[src/rtl/tb6612_pwm_ctrl.sv]
`default_nettype none
// ============================================================================
//  Module   : tb6612_pwm_ctrl
//  Purpose  : Command-to-pin sequencer for a TB6612 dual H-bridge. Accepts
//             per-channel direction/duty commands over valid/ready, drives
//             glitch-free IN1/IN2/PWM per channel plus STBY, inserts a
//             short-brake dead-time on every direction reversal and drops
//             STBY after an idle timeout with both channels coasting.
//  Ports    :
//    clk        in   system clock
//    rst_n      in   asynchronous active-low reset
//    enable     in   global enable; 0 forces everything off and STBY low
//    cmd_valid  in   command present
//    cmd_ready  out  command can be accepted (registered)
//    cmd_chan   in   0 = channel A, 1 = channel B
//    cmd_dir    in   00 coast, 01 forward, 10 reverse, 11 brake
//    cmd_duty   in   requested duty, all-ones = 100 %
//    AIN1/AIN2/PWMA, BIN1/BIN2/PWMB  out  driver inputs per channel
//    STBY       out  driver standby (1 = active)
//  Revision : 1.0  initial release
// ============================================================================
module tb6612_pwm_ctrl #(
  parameter int CNT_W        = 8,
  parameter int BRAKE_CYC    = 16,
  parameter int IDLE_TIMEOUT = 1024
) (
  input  logic             clk,
  input  logic             rst_n,
  input  logic             enable,
  input  logic             cmd_valid,
  output logic             cmd_ready,
  input  logic             cmd_chan,
  input  logic [1:0]       cmd_dir,
  input  logic [CNT_W-1:0] cmd_duty,
  output logic             AIN1,
  output logic             AIN2,
  output logic             PWMA,
  output logic             BIN1,
  output logic             BIN2,
  output logic             PWMB,
  output logic             STBY
);

  localparam int DT_W   = $clog2(BRAKE_CYC + 1);
  localparam int IDLE_W = $clog2(IDLE_TIMEOUT + 1);

  // Counter runs 0..2^CNT_W-2 so an all-ones duty is strictly greater than
  // every count value and yields a constant-high PWM.
  localparam logic [CNT_W-1:0]  c_cnt_max  = CNT_W'((2 ** CNT_W) - 2);
  localparam logic [DT_W-1:0]   c_brake    = DT_W'(BRAKE_CYC);
  localparam logic [IDLE_W-1:0] c_idle_sat = IDLE_W'(IDLE_TIMEOUT);

  typedef enum logic [1:0] {
    ST_COAST    = 2'd0,
    ST_BRAKE    = 2'd1,
    ST_DRIVE    = 2'd2,
    ST_BRAKE_DT = 2'd3
  } chan_st_e;

  // --------------------------------------------------------------------------
  // Registered state (index 0 = channel A, 1 = channel B)
  // --------------------------------------------------------------------------
  chan_st_e          r_st   [2];
  logic [1:0]        r_dir;          // 1 = reverse
  logic [CNT_W-1:0]  r_pend [2];
  logic [CNT_W-1:0]  r_act  [2];
  logic [DT_W-1:0]   r_dt   [2];
  logic [CNT_W-1:0]  r_cnt;
  logic [IDLE_W-1:0] r_idle;
  logic              r_ready;
  logic [1:0]        r_in1;
  logic [1:0]        r_in2;
  logic [1:0]        r_pwm;
  logic              r_stby;

  // --------------------------------------------------------------------------
  // Next-state wires
  // --------------------------------------------------------------------------
  chan_st_e          w_st_nxt   [2];
  logic [1:0]        w_dir_nxt;
  logic [CNT_W-1:0]  w_pend_nxt [2];
  logic [CNT_W-1:0]  w_act_nxt  [2];
  logic [DT_W-1:0]   w_dt_nxt   [2];
  logic [CNT_W-1:0]  w_cnt_nxt;
  logic [IDLE_W-1:0] w_idle_nxt;
  logic              w_wrap;
  logic              w_accept;
  logic [1:0]        w_hit;
  logic [1:0]        w_nc_cur;
  logic [1:0]        w_nc_nxt;
  logic [1:0]        w_in1_nxt;
  logic [1:0]        w_in2_nxt;
  logic [1:0]        w_pwm_nxt;
  logic              w_stby_nxt;
  logic              w_ready_nxt;

  // --------------------------------------------------------------------------
  // Channel FSM state register
  // --------------------------------------------------------------------------
  always_ff @(posedge clk or negedge rst_n) begin
    if (!rst_n) begin
      for (int ch = 0; ch < 2; ch++) begin
        r_st[ch] <= ST_COAST;
      end
    end else begin
      for (int ch = 0; ch < 2; ch++) begin
        r_st[ch] <= w_st_nxt[ch];
      end
    end
  end

  // --------------------------------------------------------------------------
  // Next-state, datapath and pin decode
  // --------------------------------------------------------------------------
  always_comb begin
    w_st_nxt   = r_st;
    w_dir_nxt  = r_dir;
    w_pend_nxt = r_pend;
    w_act_nxt  = r_act;
    w_dt_nxt   = r_dt;
    w_hit      = '0;
    w_nc_cur   = '0;
    w_nc_nxt   = '0;
    w_in1_nxt  = '0;
    w_in2_nxt  = '0;
    w_pwm_nxt  = '0;

    w_wrap    = enable && (r_cnt == c_cnt_max);
    w_cnt_nxt = '0;
    if (enable && !w_wrap) begin
      w_cnt_nxt = r_cnt + CNT_W'(1);
    end

    // Gating with enable covers the cycle enable drops while r_ready is
    // still high from the previous cycle.
    w_accept = cmd_valid && r_ready && enable;

    for (int ch = 0; ch < 2; ch++) begin
      w_hit[ch] = w_accept && (cmd_chan == ch[0]);

      if (!enable) begin
        w_st_nxt[ch]   = ST_COAST;
        w_pend_nxt[ch] = '0;
        w_act_nxt[ch]  = '0;
        w_dt_nxt[ch]   = '0;
      end else begin
        case (r_st[ch])
          ST_DRIVE: begin
            // Duty only changes at the period boundary: no truncated pulses.
            if (w_wrap) begin
              w_act_nxt[ch] = r_pend[ch];
            end
          end
          ST_BRAKE_DT: begin
            // Loaded with BRAKE_CYC on entry; leaving at 1 gives exactly
            // BRAKE_CYC cycles of IN=11 on the pins.
            if (r_dt[ch] == DT_W'(1)) begin
              w_st_nxt[ch]  = ST_DRIVE;
              w_act_nxt[ch] = '0;
              w_dt_nxt[ch]  = '0;
            end else begin
              w_dt_nxt[ch] = r_dt[ch] - DT_W'(1);
            end
          end
          default: ;
        endcase

        if (w_hit[ch]) begin
          case (cmd_dir)
            2'b00: begin
              w_st_nxt[ch]   = ST_COAST;
              w_act_nxt[ch]  = '0;
              w_pend_nxt[ch] = '0;
              w_dt_nxt[ch]   = '0;
            end
            2'b11: begin
              w_st_nxt[ch]   = ST_BRAKE;
              w_act_nxt[ch]  = '0;
              w_pend_nxt[ch] = '0;
              w_dt_nxt[ch]   = '0;
            end
            default: begin
              if ((r_st[ch] == ST_DRIVE) && (cmd_dir[1] != r_dir[ch])) begin
                // Reversal: brake first, new direction/duty held meanwhile.
                w_st_nxt[ch]   = ST_BRAKE_DT;
                w_dt_nxt[ch]   = c_brake;
                w_dir_nxt[ch]  = cmd_dir[1];
                w_pend_nxt[ch] = cmd_duty;
                w_act_nxt[ch]  = '0;
              end else if (r_st[ch] == ST_DRIVE) begin
                w_pend_nxt[ch] = cmd_duty;
              end else begin
                w_st_nxt[ch]   = ST_DRIVE;
                w_dir_nxt[ch]  = cmd_dir[1];
                w_pend_nxt[ch] = cmd_duty;
                w_act_nxt[ch]  = '0;
              end
            end
          endcase
        end
      end

      w_nc_cur[ch] = (r_st[ch] != ST_COAST);
      w_nc_nxt[ch] = (w_st_nxt[ch] != ST_COAST);

      // Pins are decoded from next-state values so they line up with the
      // state register and counter in the same cycle.
      case (w_st_nxt[ch])
        ST_BRAKE, ST_BRAKE_DT: begin
          w_in1_nxt[ch] = 1'b1;
          w_in2_nxt[ch] = 1'b1;
        end
        ST_DRIVE: begin
          w_in1_nxt[ch] = ~w_dir_nxt[ch];
          w_in2_nxt[ch] = w_dir_nxt[ch];
          w_pwm_nxt[ch] = (w_cnt_nxt < w_act_nxt[ch]);
        end
        default: ;
      endcase
    end

    // Idle counter is held at 0 through the cycle the last channel returns
    // to COAST, so STBY stays high for a full IDLE_TIMEOUT after the pins
    // go quiet.
    if (!enable) begin
      w_idle_nxt = c_idle_sat;
    end else if ((|w_nc_cur) || (|w_nc_nxt)) begin
      w_idle_nxt = '0;
    end else if (r_idle < c_idle_sat) begin
      w_idle_nxt = r_idle + IDLE_W'(1);
    end else begin
      w_idle_nxt = r_idle;
    end

    w_stby_nxt  = enable && ((|w_nc_nxt) || (w_idle_nxt < c_idle_sat));
    // Based on next state so no command slips in during the dead-time.
    w_ready_nxt = enable && (w_st_nxt[0] != ST_BRAKE_DT) &&
                  (w_st_nxt[1] != ST_BRAKE_DT);
  end

  // --------------------------------------------------------------------------
  // Datapath and output registers
  // --------------------------------------------------------------------------
  always_ff @(posedge clk or negedge rst_n) begin
    if (!rst_n) begin
      r_dir   <= '0;
      r_cnt   <= '0;
      r_idle  <= c_idle_sat;
      r_ready <= 1'b0;
      r_in1   <= '0;
      r_in2   <= '0;
      r_pwm   <= '0;
      r_stby  <= 1'b0;
      for (int ch = 0; ch < 2; ch++) begin
        r_pend[ch] <= '0;
        r_act[ch]  <= '0;
        r_dt[ch]   <= '0;
      end
    end else begin
      r_dir   <= w_dir_nxt;
      r_cnt   <= w_cnt_nxt;
      r_idle  <= w_idle_nxt;
      r_ready <= w_ready_nxt;
      r_in1   <= w_in1_nxt;
      r_in2   <= w_in2_nxt;
      r_pwm   <= w_pwm_nxt;
      r_stby  <= w_stby_nxt;
      for (int ch = 0; ch < 2; ch++) begin
        r_pend[ch] <= w_pend_nxt[ch];
        r_act[ch]  <= w_act_nxt[ch];
        r_dt[ch]   <= w_dt_nxt[ch];
      end
    end
  end

  assign cmd_ready = r_ready;
  assign AIN1      = r_in1[0];
  assign AIN2      = r_in2[0];
  assign PWMA      = r_pwm[0];
  assign BIN1      = r_in1[1];
  assign BIN2      = r_in2[1];
  assign PWMB      = r_pwm[1];
  assign STBY      = r_stby;

endmodule
`default_nettype wire

[config.mk]
export PLATFORM = sky130hd
export DESIGN_NAME = tb6612_pwm_ctrl
export DESIGN_NICKNAME = d
export VERILOG_FILES = /design/src/rtl/tb6612_pwm_ctrl.sv
export SDC_FILE = /design/constraint.sdc
export NUM_CORES = 1
export LEC_CHECK = 0
export BUFFER_PORTS_ARGS = -buffer_cell sky130_fd_sc_hd__buf_2
export CORE_UTILIZATION = 55
export DETAILED_ROUTE_END_ITERATION = 10
export HOLD_SLACK_MARGIN = 0.12
export PLACE_DENSITY = 0.73
export REMOVE_ABC_BUFFERS = 1
export SETUP_SLACK_MARGIN = 0.4
export SYNTH_ARGS = -nofsm -noshare
export SYNTH_HDL_FRONTEND = slang
export SYNTH_SLANG_ARGS = --single-unit
export TNS_END_PERCENT = 1
[constraint.sdc]
create_clock -name clk -period 3.8 [get_ports clk]
set_input_delay 0.38 -clock clk [delete_from_list [all_inputs] [get_ports clk]]
set_output_delay 0.38 -clock clk [all_outputs]
set_load 0.02 [all_outputs]
==> impl_table.tex <==
\begin{tabular}{lr}
\hline
Metric & Value \\
\hline
\multicolumn{2}{l}{\textbf{Global routing}} \\
Largest net degree at the start of global routing & 57 \\
Global-route wire length before repair & 13900 um \\
Global-route usage over all layers & 0.245 \\
Vias in the first global route & 2930 \\
Leftover overflow at the end of global routing & 0 \\
Number of antenna violations at the first check in global routing & 0 \\
\multicolumn{2}{l}{\textbf{Power}} \\
Leakage & 0.00217 uW \\
Portion of total power attributed to combinational logic & 0.101 \\
Clock network power share & 0.390 \\
Power Dens Cells & around 380 mW/mm\^{}2 \\
Power share of the sequential group & 0.509 \\
Sw Share & 0.253 \\
Worst-case vdd ir drop & between 0.2 and 0.3 mV \\
Int Power & approximately 1200 uW \\
Switching Power & about 420 uW \\
Power, Total & approximately 1700 uW \\
\multicolumn{2}{l}{\textbf{Detailed routing}} \\
Pre-Repair DR Iteration Count & 4 \\
Routed vias & 2900 \\
DRC violation count after routing & 0 \\
Detailed router's first-iteration violation count & approximately 180 \\
Number of nets with antenna violations after routing & 0 \\
Average wire per cell in the routed design & 15.5 um \\
Final WL & 8070 um \\
Via density per instance & roughly 5.6 \\
\multicolumn{2}{l}{\textbf{Cells and area}} \\
End-of-flow core utilization & 0.645 \\
\# fillers & 566 \\
Most common cell after layout, fill and taps aside & dfrtp\_1 \\
Layout Area Growth over Synthesis & 12.0\% \\
Highest-count cells in the layout ignoring fill and taps & 74 x dfrtp\_1, 52 x nor2\_1, 31 x nand2\_1 \\
Nets & around 460 \\
Antenna diodes & 0 \\
Final non-filler cell total & around 520 \\
Share of final-layout standard cells stronger than drive strength 1 & 0.164 \\
Cell area after layout & about 0.0044 mm\^{}2 \\
\multicolumn{2}{l}{\textbf{Clock tree}} \\
Reg clk slew, reported paths & around 0.080 ns \\
Clock latency of the later-clocked register in the worst-skew pair & around 0.35 ns \\
TritonCTS Buffers & 9 \\
Root cell of the clock tree & clkbuf\_8 \\
TritonCTS clock tree & done \\
Maximum count of clock buffers along a single path & 2 \\
Number of H-tree levels & 3 \\
Post-CTS setup-driven buffer insertion count & 0 \\
Number of clock sinks & 75 \\
\multicolumn{2}{l}{\textbf{Logic synthesis}} \\
Number of synthesized flops with an enable pin & 0 \\
Dominant combinational cell family by area after synthesis & simple AND/OR/NAND/NOR gates \\
Area of the mapped netlist & a little under 0.004 mm\^{}2 \\
Flip-flop and latch count after synthesis & 75 \\
Share of synthesized area occupied by flip-flops and latches & 0.478 \\
Total number of yosys warnings & 0 \\
Yosys top cell by area & dfrtp\_1 \\
Fraction of synthesis flops using an asynchronous set or reset pin & 1.00 \\
Synthesized-area fraction occupied by and/or/nand/nor cells & 0.204 \\
Instance count of the mapped netlist & just under 400 \\
Post-synthesis adder-cell area fraction & 0.0732 \\
Area fraction of the dominant cell type after synthesis & 0.471 \\
Compound-cell area share of the yosys netlist & 0.114 \\
Syn avg cell area & 10.1 um\^{}2 \\
Mux contribution to synthesized area & 0.0525 \\
Main synth FF type & dfrtp\_1 \\
Library cells used by synthesis & 54 \\
Xor-xnor portion of the synthesized cell area & 0.0535 \\
Synth area leaders & dfrtp\_1 47\%, ha\_1 7.3\%, nor2\_1 5.0\% \\
\multicolumn{2}{l}{\textbf{Critical path}} \\
Worst Path Required & 4.04 ns \\
R2R Path Start & r\_cnt[0] \\
CP bufs+invs & 1 \\
R2R Path End & r\_pwm[0] \\
Series of cell instances along the critical path & inv\_1 -> ha\_1 -> nand3\_1 -> nor3\_4 -> nand2\_1 -> mux2i\_1 -> nand2b\_1 -> ha\_1 -> a211oi\_1 -> o21a\_1 -> o211ai\_1 -> a2111oi\_2 \\
Depth of the worst register-to-register path & 12 \\
Library cell contributing the largest single delay on the critical path & dfrtp\_1 \\
Most used cell, CP & ha\_1 \\
Worst path arrival time & around 3.4 ns \\
Type of the setup path with the least slack & register to register \\
Top fanout value on the critical path & 7 \\
Startpoint Class & register \\
CP Capture Type & register \\
Top delay family on crit path & simple AND/OR/NAND/NOR gates \\
R2R setup slack & between 0.6 and 0.7 ns \\
CP max stage delay & around 0.46 ns \\
\multicolumn{2}{l}{\textbf{Outcome}} \\
Run status & finished clean \\
\multicolumn{2}{l}{\textbf{Floorplan}} \\
Area inside the core boundary & $\sim$0.0068 mm\^{}2 \\
Initial Utilization & 0.575 \\
Top-Level Pins & 23 \\
Area enclosed by the die boundary & $\sim$0.0075 mm\^{}2 \\
Die W & around 87 um \\
Row cnt & 30 \\
Die span in y & just under 90 um \\
\multicolumn{2}{l}{\textbf{Timing}} \\
Max-slew violation count & 0 \\
Crit share post-route & 0.824 \\
Total negative setup slack & 0 ns \\
Slew of the pin with the lowest slew margin & 0.768 ns \\
Count of endpoints failing hold in the final timing report & 0 \\
Worst-case clock skew & about 0.009 ns \\
Final Setup Violations & 0 \\
Unrepaired setup endpoints after global routing & no \\
Min Tclk post-route & $\sim$3.1 ns \\
Worst rel slew slack & 0.485 \\
Max Clock Freq & roughly 320 MHz \\
\multicolumn{2}{l}{\textbf{Run}} \\
Number of max-cap violations & 0 \\
\multicolumn{2}{l}{\textbf{Placed design}} \\
Number of buffers added on ports & 22 \\
HPWL after DPL & between 5000 and 6000 um \\
Area after detailed placement & around 0.0042 mm\^{}2 \\
Final RePlAce weighted congestion & roughly 0.84 \\
Placed instance count & just over 500 \\
\multicolumn{2}{l}{\textbf{Worst hold path}} \\
Hold wc startpoint & cmd\_duty[2] \\
Endpoint of the worst hold-timing path & r\_pend[10] \\
Kind of path behind the tightest hold check & input port to register \\
Number of cells on the worst hold path & 2 \\
\hline
\end{tabular}
## cells in the mapped netlist, types with 5 or more instances
cell      instances
mux2i_1          15
nand2b_1         11
xnor2_1          11
inv_1            14
nand2_1          32
nor2_1           52
xor2_1           13
nor3_1            6
dfrtp_1          74
clkbuf_1          5
or2_2             7
a22o_1            8
o21ai_0          21
a21oi_1          10
nand3_1          22
ha_1             23
## cell families after synthesis
kind of cell / Yosys count
adder cells (fa/ha/maj): 23
AND/OR/NAND/NOR: 159
multiplexers: 20
flip-flops: 75
buffers and inverters: 24
AO/OA/AOI/OAI: 64
XOR/XNOR: 24
## layer usage
metal | vias to the layer above | routed length [um] | GRT usage | share of wire
met1 | 1392 | 3890 | 0.339 | 0.48
met5 | - | 0 | 0 | 0
met2 | 63 | 3750 | 0.385 | 0.46
met4 | 0 | 157 | 0.105 | 0.019
met3 | 15 | 273 | 0.0410 | 0.034
li1 | 1430 | - | - | -
## flip-flops by register name, indices dropped and copies added (netlist names)
register / count
r_cnt: 8
STBY: 1
r_in1: 2
cmd_ready: 1
r_pwm: 2
r_pend: 16
r_idle: 11
r_act: 16
r_dt: 10
r_in2: 2
r_dir: 2
r_st: 4
## stage by stage
| stage | worst slack, ns | hold slack (ns) |
|---|---|---|
| after global placement | 0.506 | 0.350 |
| after global routing | 0.408 | 0.278 |
| final | 0.669 | 0.278 |
| after CTS | 0.568 | 0.267 |
| after floorplan | 0.587 | 0.0844 |
| after detailed placement | 0.311 | 0.345 |
## final cells by class
| type | count | area (um^2) | area share |
|---|---|---|---|
| tap | 96 | 120 | 0.0273 |
| clock inverter | 4 | 47.5 | 0.0108 |
| inverter | 15 | 56.3 | 0.0128 |
| sequential | 75 | 1880 | 0.427 |
| clock buffer | 12 | 165 | 0.0375 |
| multi-input combinational | 290 | 1960 | 0.446 |
| timing repair buffer | 30 | 173 | 0.0392 |
## worst max path at each step
stage                           from  endpoint  cells past startpoint  slack, ns
after floorplan           cmd_dir[0]  r_pwm[1]                     13       0.59
after global placement    cmd_dir[0]  r_pwm[1]                     14       0.51
after detailed placement  cmd_dir[1]  r_pwm[1]                     13       0.31
after CTS                    r_dt[3]  r_pwm[1]                     11       0.57
after global routing        r_cnt[0]  r_pwm[0]                     12       0.41
final                       r_cnt[0]  r_pwm[0]                     12       0.67
## power groups by stage
stage | clock (uW) | combinational, uW | sequential [uW]
4_1_cts | 652 | 167 | 840
2_1_floorplan | 0 | 91.5 | 856
5_1_grt | 684 | 187 | 843
6_report | 644 | 167 | 840
3_5_place_dp | 0 | 165 | 855
3_3_place_gp | 0 | 163 | 855
## what timing repair did
item	4_1_cts	5_1_grt
endpoints found under the hold margin	19	0
endpoints found under the setup margin	0	1
gates resized for setup	0	3
hold buffers	1	0
No activity file was read; power rests on OpenSTA's default activity.
